<file path="src/rtl/c_bus_demux_regbank.sv">
// c_bus_demux_regbank
//   Write-side register bank fed by the ALU result on C_bus. A 3-bit
//   destination code steers C_bus into PC, DR or R1-R5 on the rising clock
//   edge. The bank also performs PC/R1/R2/R3 increments and memory-to-DR
//   loads. The register outputs are the operands that the B-bus mux reads.
//
// Parameters
//   WIDTH   data width of C_bus, mem_data and every register
//   PC_RST  value loaded into PC on reset
//
// Ports
//   clk            system clock, rising edge
//   rst_n          synchronous active-low reset, overrides all other inputs
//   c_flag[2:0]    destination: 0=PC 1=DR 2=R1 3=R2 4=R3 5=R4 6=R5 7=none
//   c_wr           C-bus write strobe
//   C_bus          write data
//   dr_load        load DR from mem_data (beats a C-bus write to DR)
//   mem_data       memory read data
//   inc_pc/inc_r1/inc_r2/inc_r3   increment requests (lose to a C-bus write)
//   PC, DR, R1..R5 registered contents
//   wr_done        one-cycle pulse after any C-bus write or DR load commits
//   last_dest[2:0] (only with CREG_LAST_DEST_EN) destination of the most
//                  recent commit; a DR load records 1; reset value 7
//
// Optional feature macro: CREG_LAST_DEST_EN

module c_bus_demux_regbank #(
  parameter int               WIDTH  = 16,
  parameter logic [WIDTH-1:0] PC_RST = {WIDTH{1'b0}}
) (
  input  logic             clk,
  input  logic             rst_n,
  input  logic [2:0]       c_flag,
  input  logic             c_wr,
  input  logic [WIDTH-1:0] C_bus,
  input  logic             dr_load,
  input  logic [WIDTH-1:0] mem_data,
  input  logic             inc_pc,
  input  logic             inc_r1,
  input  logic             inc_r2,
  input  logic             inc_r3,
  output logic [WIDTH-1:0] PC,
  output logic [WIDTH-1:0] DR,
  output logic [WIDTH-1:0] R1,
  output logic [WIDTH-1:0] R2,
  output logic [WIDTH-1:0] R3,
  output logic [WIDTH-1:0] R4,
  output logic [WIDTH-1:0] R5,
  output logic             wr_done
`ifdef CREG_LAST_DEST_EN
  ,
  output logic [2:0]       last_dest
`endif
);

  localparam logic [WIDTH-1:0] ONE  = {{(WIDTH-1){1'b0}}, 1'b1};
  localparam logic [WIDTH-1:0] ZERO = {WIDTH{1'b0}};

  logic [WIDTH-1:0] r_pc, r_dr, r_r1, r_r2, r_r3, r_r4, r_r5;
  logic             r_wr_done;
  logic [6:0]       w_sel;      // one-hot destination, bit i = code i
  logic             w_wr_any;

  // Exclusive destination decode; an illegal/X code selects nothing.
  always_comb begin
    w_sel = 7'b000_0000;
    if (c_wr) begin
      case (c_flag)
        3'd0:    w_sel = 7'b000_0001;
        3'd1:    w_sel = 7'b000_0010;
        3'd2:    w_sel = 7'b000_0100;
        3'd3:    w_sel = 7'b000_1000;
        3'd4:    w_sel = 7'b001_0000;
        3'd5:    w_sel = 7'b010_0000;
        3'd6:    w_sel = 7'b100_0000;
        default: w_sel = 7'b000_0000;
      endcase
    end else begin
      w_sel = 7'b000_0000;
    end
  end

  assign w_wr_any = |w_sel;

  // PC: C-bus write > increment > hold.
  always_ff @(posedge clk) begin
    if (!rst_n)        r_pc <= PC_RST;
    else if (w_sel[0]) r_pc <= C_bus;
    else if (inc_pc)   r_pc <= r_pc + ONE;
    else               r_pc <= r_pc;
  end

  // DR: memory load wins over a C-bus write.
  always_ff @(posedge clk) begin
    if (!rst_n)        r_dr <= ZERO;
    else if (dr_load)  r_dr <= mem_data;
    else if (w_sel[1]) r_dr <= C_bus;
    else               r_dr <= r_dr;
  end

  // R1..R3: C-bus write > increment > hold.
  always_ff @(posedge clk) begin
    if (!rst_n) begin
      r_r1 <= ZERO;
      r_r2 <= ZERO;
      r_r3 <= ZERO;
    end else begin
      if (w_sel[2])    r_r1 <= C_bus;
      else if (inc_r1) r_r1 <= r_r1 + ONE;
      else             r_r1 <= r_r1;
      if (w_sel[3])    r_r2 <= C_bus;
      else if (inc_r2) r_r2 <= r_r2 + ONE;
      else             r_r2 <= r_r2;
      if (w_sel[4])    r_r3 <= C_bus;
      else if (inc_r3) r_r3 <= r_r3 + ONE;
      else             r_r3 <= r_r3;
    end
  end

  // R4/R5: C-bus write only.
  always_ff @(posedge clk) begin
    if (!rst_n) begin
      r_r4 <= ZERO;
      r_r5 <= ZERO;
    end else begin
      r_r4 <= w_sel[5] ? C_bus : r_r4;
      r_r5 <= w_sel[6] ? C_bus : r_r5;
    end
  end

  // Commit pulse: any C-bus write or DR load; increments never count.
  always_ff @(posedge clk) begin
    if (!rst_n) r_wr_done <= 1'b0;
    else        r_wr_done <= w_wr_any | dr_load;
  end

`ifdef CREG_LAST_DEST_EN
  logic [2:0] r_last_dest;

  // Destination of the latest commit; a DR load is recorded as code 1 and
  // takes precedence when it coincides with a write elsewhere.
  always_ff @(posedge clk) begin
    if (!rst_n)        r_last_dest <= 3'd7;
    else if (dr_load)  r_last_dest <= 3'd1;
    else if (w_wr_any) r_last_dest <= c_flag;
    else               r_last_dest <= r_last_dest;
  end

  assign last_dest = r_last_dest;
`endif

  assign PC      = r_pc;
  assign DR      = r_dr;
  assign R1      = r_r1;
  assign R2      = r_r2;
  assign R3      = r_r3;
  assign R4      = r_r4;
  assign R5      = r_r5;
  assign wr_done = r_wr_done;

endmodule

</file>
<file path="config.mk">
export PLATFORM = sky130hd
export DESIGN_NAME = c_bus_demux_regbank
export DESIGN_NICKNAME = d
export VERILOG_FILES = /design/src/rtl/c_bus_demux_regbank.sv
export SDC_FILE = /design/constraint.sdc
export NUM_CORES = 1
export LEC_CHECK = 0
export ABC_AREA = 1
export ABC_CLOCK_PERIOD_IN_PS = 1700
export BUFFER_PORTS_ARGS = -buffer_cell sky130_fd_sc_hd__buf_2
export CAP_MARGIN = 30
export CORE_MARGIN = 3
export CORE_UTILIZATION = 39
export DETAILED_ROUTE_END_ITERATION = 8
export PLACE_DENSITY_LB_ADDON = 0.25
export REMOVE_ABC_BUFFERS = 1
export SLEW_MARGIN = 20
export SYNTH_ARGS = -nofsm -noshare
export SYNTH_HDL_FRONTEND = slang
export SYNTH_SLANG_ARGS = --single-unit
export TNS_END_PERCENT = 100
</file>
<file path="constraint.sdc">
create_clock -name clk -period 1.7 [get_ports clk]
set_input_delay 0.34 -clock clk [delete_from_list [all_inputs] [get_ports clk]]
set_output_delay 0.34 -clock clk [all_outputs]
set_load 0.03 [all_outputs]
</file>
==> run_results.csv <==
group,metric,value,unit
detailed_routing,drc,0,
placement,dp_hpwl,14800,um
global_route,grt_pass1_wl,31500,um
sta,fin_ws,171,ps
power_and_ir_drop,switching_share,25.6,%
yosys,seq_area_frac_synth,38.9,%
power_and_ir_drop,clkPwrFrac,51.3,%
power_and_ir_drop,pwr-share-seq,37.0,%
clocking,tritoncts,"done",
floorplan,die_area,0.0164,sq mm
layout,n_antenna_cell,0,
power_and_ir_drop,power_frac_comb,11.7,%
yosys,synth_seq_cells,113,
global_route,antenna_found_initial,0,
outcome,outcome,"completed",
yosys,ys_types,29,
placement,dpl_worst_slack,-34.8,ps
layout,area_growth_syn_to_layout,32.4,%
detailed_routing,drt_pass1_iterations,5,
clocking,htreeDepth,4,
worst_setup_path,slowest_delay,410,ps
global_route,grtUsageMet1,33.1,%
yosys,avgSynthCellArea,6.56,sq um
detailed_routing,viasPerCell,5.24,
yosys,ys_warn_count,0,
power_and_ir_drop,switching_power,1.97,mW
worst_setup_path,setup.worst_path.class,"reg2reg",
worst_setup_path,endpoint_kind,"flip-flop",
sta,worst_slew_pin_slew,872,ps
power_and_ir_drop,power.internal,5.73,mW
detailed_routing,routed_wirelength,20200,um
global_route,grtUsageTotal,24.5,%
yosys,syn_area,0.00582,sq mm
placement,place_congestion,0.898,
clocking,cts_setup_buffers,0,
sta,period_share,90.0,%
sta,fmax,654,MHz
worst_setup_path,cp.arrival,1820,ps
sta,slew_violations,0,
global_route,busiest_layer,"met2",
sta,clock_skew,6.19,ps
worst_setup_path,slowest_stage,"dfxtp_1",
clocking,cts_buffer_depth,2,
global_route,grt_max_degree,35,
clocking,cts_resized,0,
floorplan,die_h,128,um
clocking,clock_latency,410,ps
worst_setup_path,worstPathCellList,"ha_1 -> nand2_1 -> nor2_1 -> nand3_1 -> nand2_1 -> nand2_1 -> a21oi_1 -> nor2_1",
global_route,use_met2,37.7,%
power_and_ir_drop,power_leakage,3.56,nW
sta,report.final.hold_viol_count,0,
sta,hold-worst-slack,197,ps
floorplan,start_util,40.9,%
clocking,cts_made_buffers,17,
floorplan,die_w,128,um
worst_setup_path,path_common_cell,"nand2_1",
clocking,cts_root_buf,"clkbuf_16",
sta,rsz0062_at_grt,"false",
power_and_ir_drop,irDropWorstVdd,0.649,mV
clocking,clkSinkCount,113,
power_and_ir_drop,total_power,7.69,mW
worst_setup_path,required,1990,ps
yosys,netlist_instances,886,
job,drv_cap,0,
clocking,hold_buffers,0,
detailed_routing,drt_iter0_markers,742,
layout,nets,1124,
global_route,grtUsageMet3,6.58,%
sta,max_slew_margin,41.6,%
floorplan,ios,156,
global_route,overflow,0,
sta,post-route-min-period,1530,ps
worst_setup_path,worst_setup_path_start_kind,"flip-flop",
sta,fin_setup_tns,0,ps
floorplan,coreArea,0.0142,sq mm
placement,portBuffers,155,
min_path,hold_path.class,"in2reg",
clocking,clk_pin_slew,50,ps
sta,setup_viol,0,
detailed_routing,vias,6650,
detailed_routing,post_drt_wl_per_cell,15.9,um
global_route,grt_pass1_vias,5950,
power_and_ir_drop,power_density,999,mW/mm^2
worst_setup_path,crit_path_max_fanout,5,
layout,drive_above_1_share,22.4,%
floorplan,core.rowCount,43,
detailed_routing,ant_nets,0,
-- critical path, delay by kind of cell, from the launching register on --
kind / cells / cell delay [ps]
simple gates: 6 / 650
flops: 1 / 410
fa+ha+maj: 1 / 200
compound gates: 1 / 140
-- Yosys cell counts (all sizes together) --
cell,n,area [sq um]
o21bai,2,15.0
nand4,15,93.8
nand3b,1,7.51
o21ai,66,330
a22oi,2,15.0
clkbuf,19,72.6
xor2,14,123
nor2,97,397
nand2,215,815
a21oi,64,320
ha,4,50.1
nand3,77,390
buf,9,45.0
clkinv,2,7.51
o22ai,29,181
a31oi,29,181
nor3,5,25.0
dfxtp,113,2260
xnor2,3,26.3
o21a,1,7.51
o211ai,1,7.51
inv,118,443
-- flip-flops by register name (all words and copies together), names as in the netlist --
name     flops
R2          16
R5          16
R4          16
R1          16
wr_done      1
R3          16
DR          16
PC          16
-- power by group through the flow --
stage                     clock network (mW)  logic [mW]  registers, mW
after CTS                               3.98       0.899           2.84
final                                   3.95       0.900           2.84
after global placement                     0       0.891           2.90
after global routing                    4.12       0.977           2.86
after floorplan                            0       0.301           3.08
after detailed placement                   0       0.895           2.89
-- cells in the final DEF, fill, tap and decap left out, types with 2 or more instances in the layout --
| cell | count |
|---|---|
| o21ai_0 | 62 |
| nand2_1 | 212 |
| dfxtp_1 | 113 |
| o21ai_1 | 4 |
| xor2_1 | 14 |
| nor2_2 | 7 |
| nand3_1 | 76 |
| o22ai_1 | 29 |
| ha_1 | 4 |
| clkbuf_16 | 17 |
| a22oi_1 | 2 |
| clkbuf_8 | 3 |
| inv_1 | 117 |
| nand2_2 | 3 |
| clkinv_1 | 2 |
| clkinv_2 | 3 |
| nand4_1 | 15 |
| a21oi_1 | 64 |
| buf_4 | 44 |
| nor2_4 | 2 |
| nor3_1 | 5 |
| bufinv_16 | 5 |
| buf_2 | 155 |
| o21bai_1 | 2 |
| nor2_1 | 88 |
| a31oi_1 | 29 |
| xnor2_1 | 3 |
-- layout make-up --
| class | instances | area (sq um) |
|---|---|---|
| fillers | 1430 | 6500 |
| multi-input cells | 625 | 2990 |
| flip-flops and latches | 113 | 2260 |
| repair buffers | 200 | 1130 |
| clock buffers | 21 | 470 |
| inverters | 120 | 450 |
| well taps | 180 | 225 |
| clock inverters | 10 | 181 |
-- metal layers --
layer | wire length [um] | share of wire, % | vias up
met4 | 446 | 2.2 | 0
met2 | 9300 | 46 | 267
met5 | 0 | 0 | -
li1 | - | - | 3299
met3 | 1670 | 8.2 | 27
met1 | 8820 | 44 | 3057
-- worst paths after layout --
| path | from | end | slack (ps) | cells after the start |
|---|---|---|---|---|
| hold / removal | mem_data[11] | DR[11] | 200 | 3 |
| setup / recovery | R1[0] | R1[12] | 170 | 8 |
| hold reg to reg | DR[2] | DR[2] | 480 | 2 |
| setup reg to reg | R1[0] | R1[12] | 170 | 8 |
-- through the flow --
| step | utilization, % | cell area, sq um | std cells |
|---|---|---|---|
| 2_1_floorplan | - | 5700 | 858 |
| 3_3_place_gp | 49.6 | 7050 | 1238 |
| 3_5_place_dp | 49.6 | 7050 | 1238 |
| 4_1_cts | 54.2 | 7700 | 1269 |
| 5_1_grt | 54.2 | 7700 | 1269 |
| 6_report | 54.2 | 7700 | 1269 |
-- kinds of logic after synthesis --
logic type                 Yosys count  synth area share [%]
DFF                                113                  38.9
adders and majority gates            4                 0.861
buffers and inverters              148                  9.77
and+or+nand+nor                    410                  29.7
xor gates and xnor gates            17                  2.56
AOI/OAI and AO/OA                  194                  18.2
(Power assumes the default switching activity.)
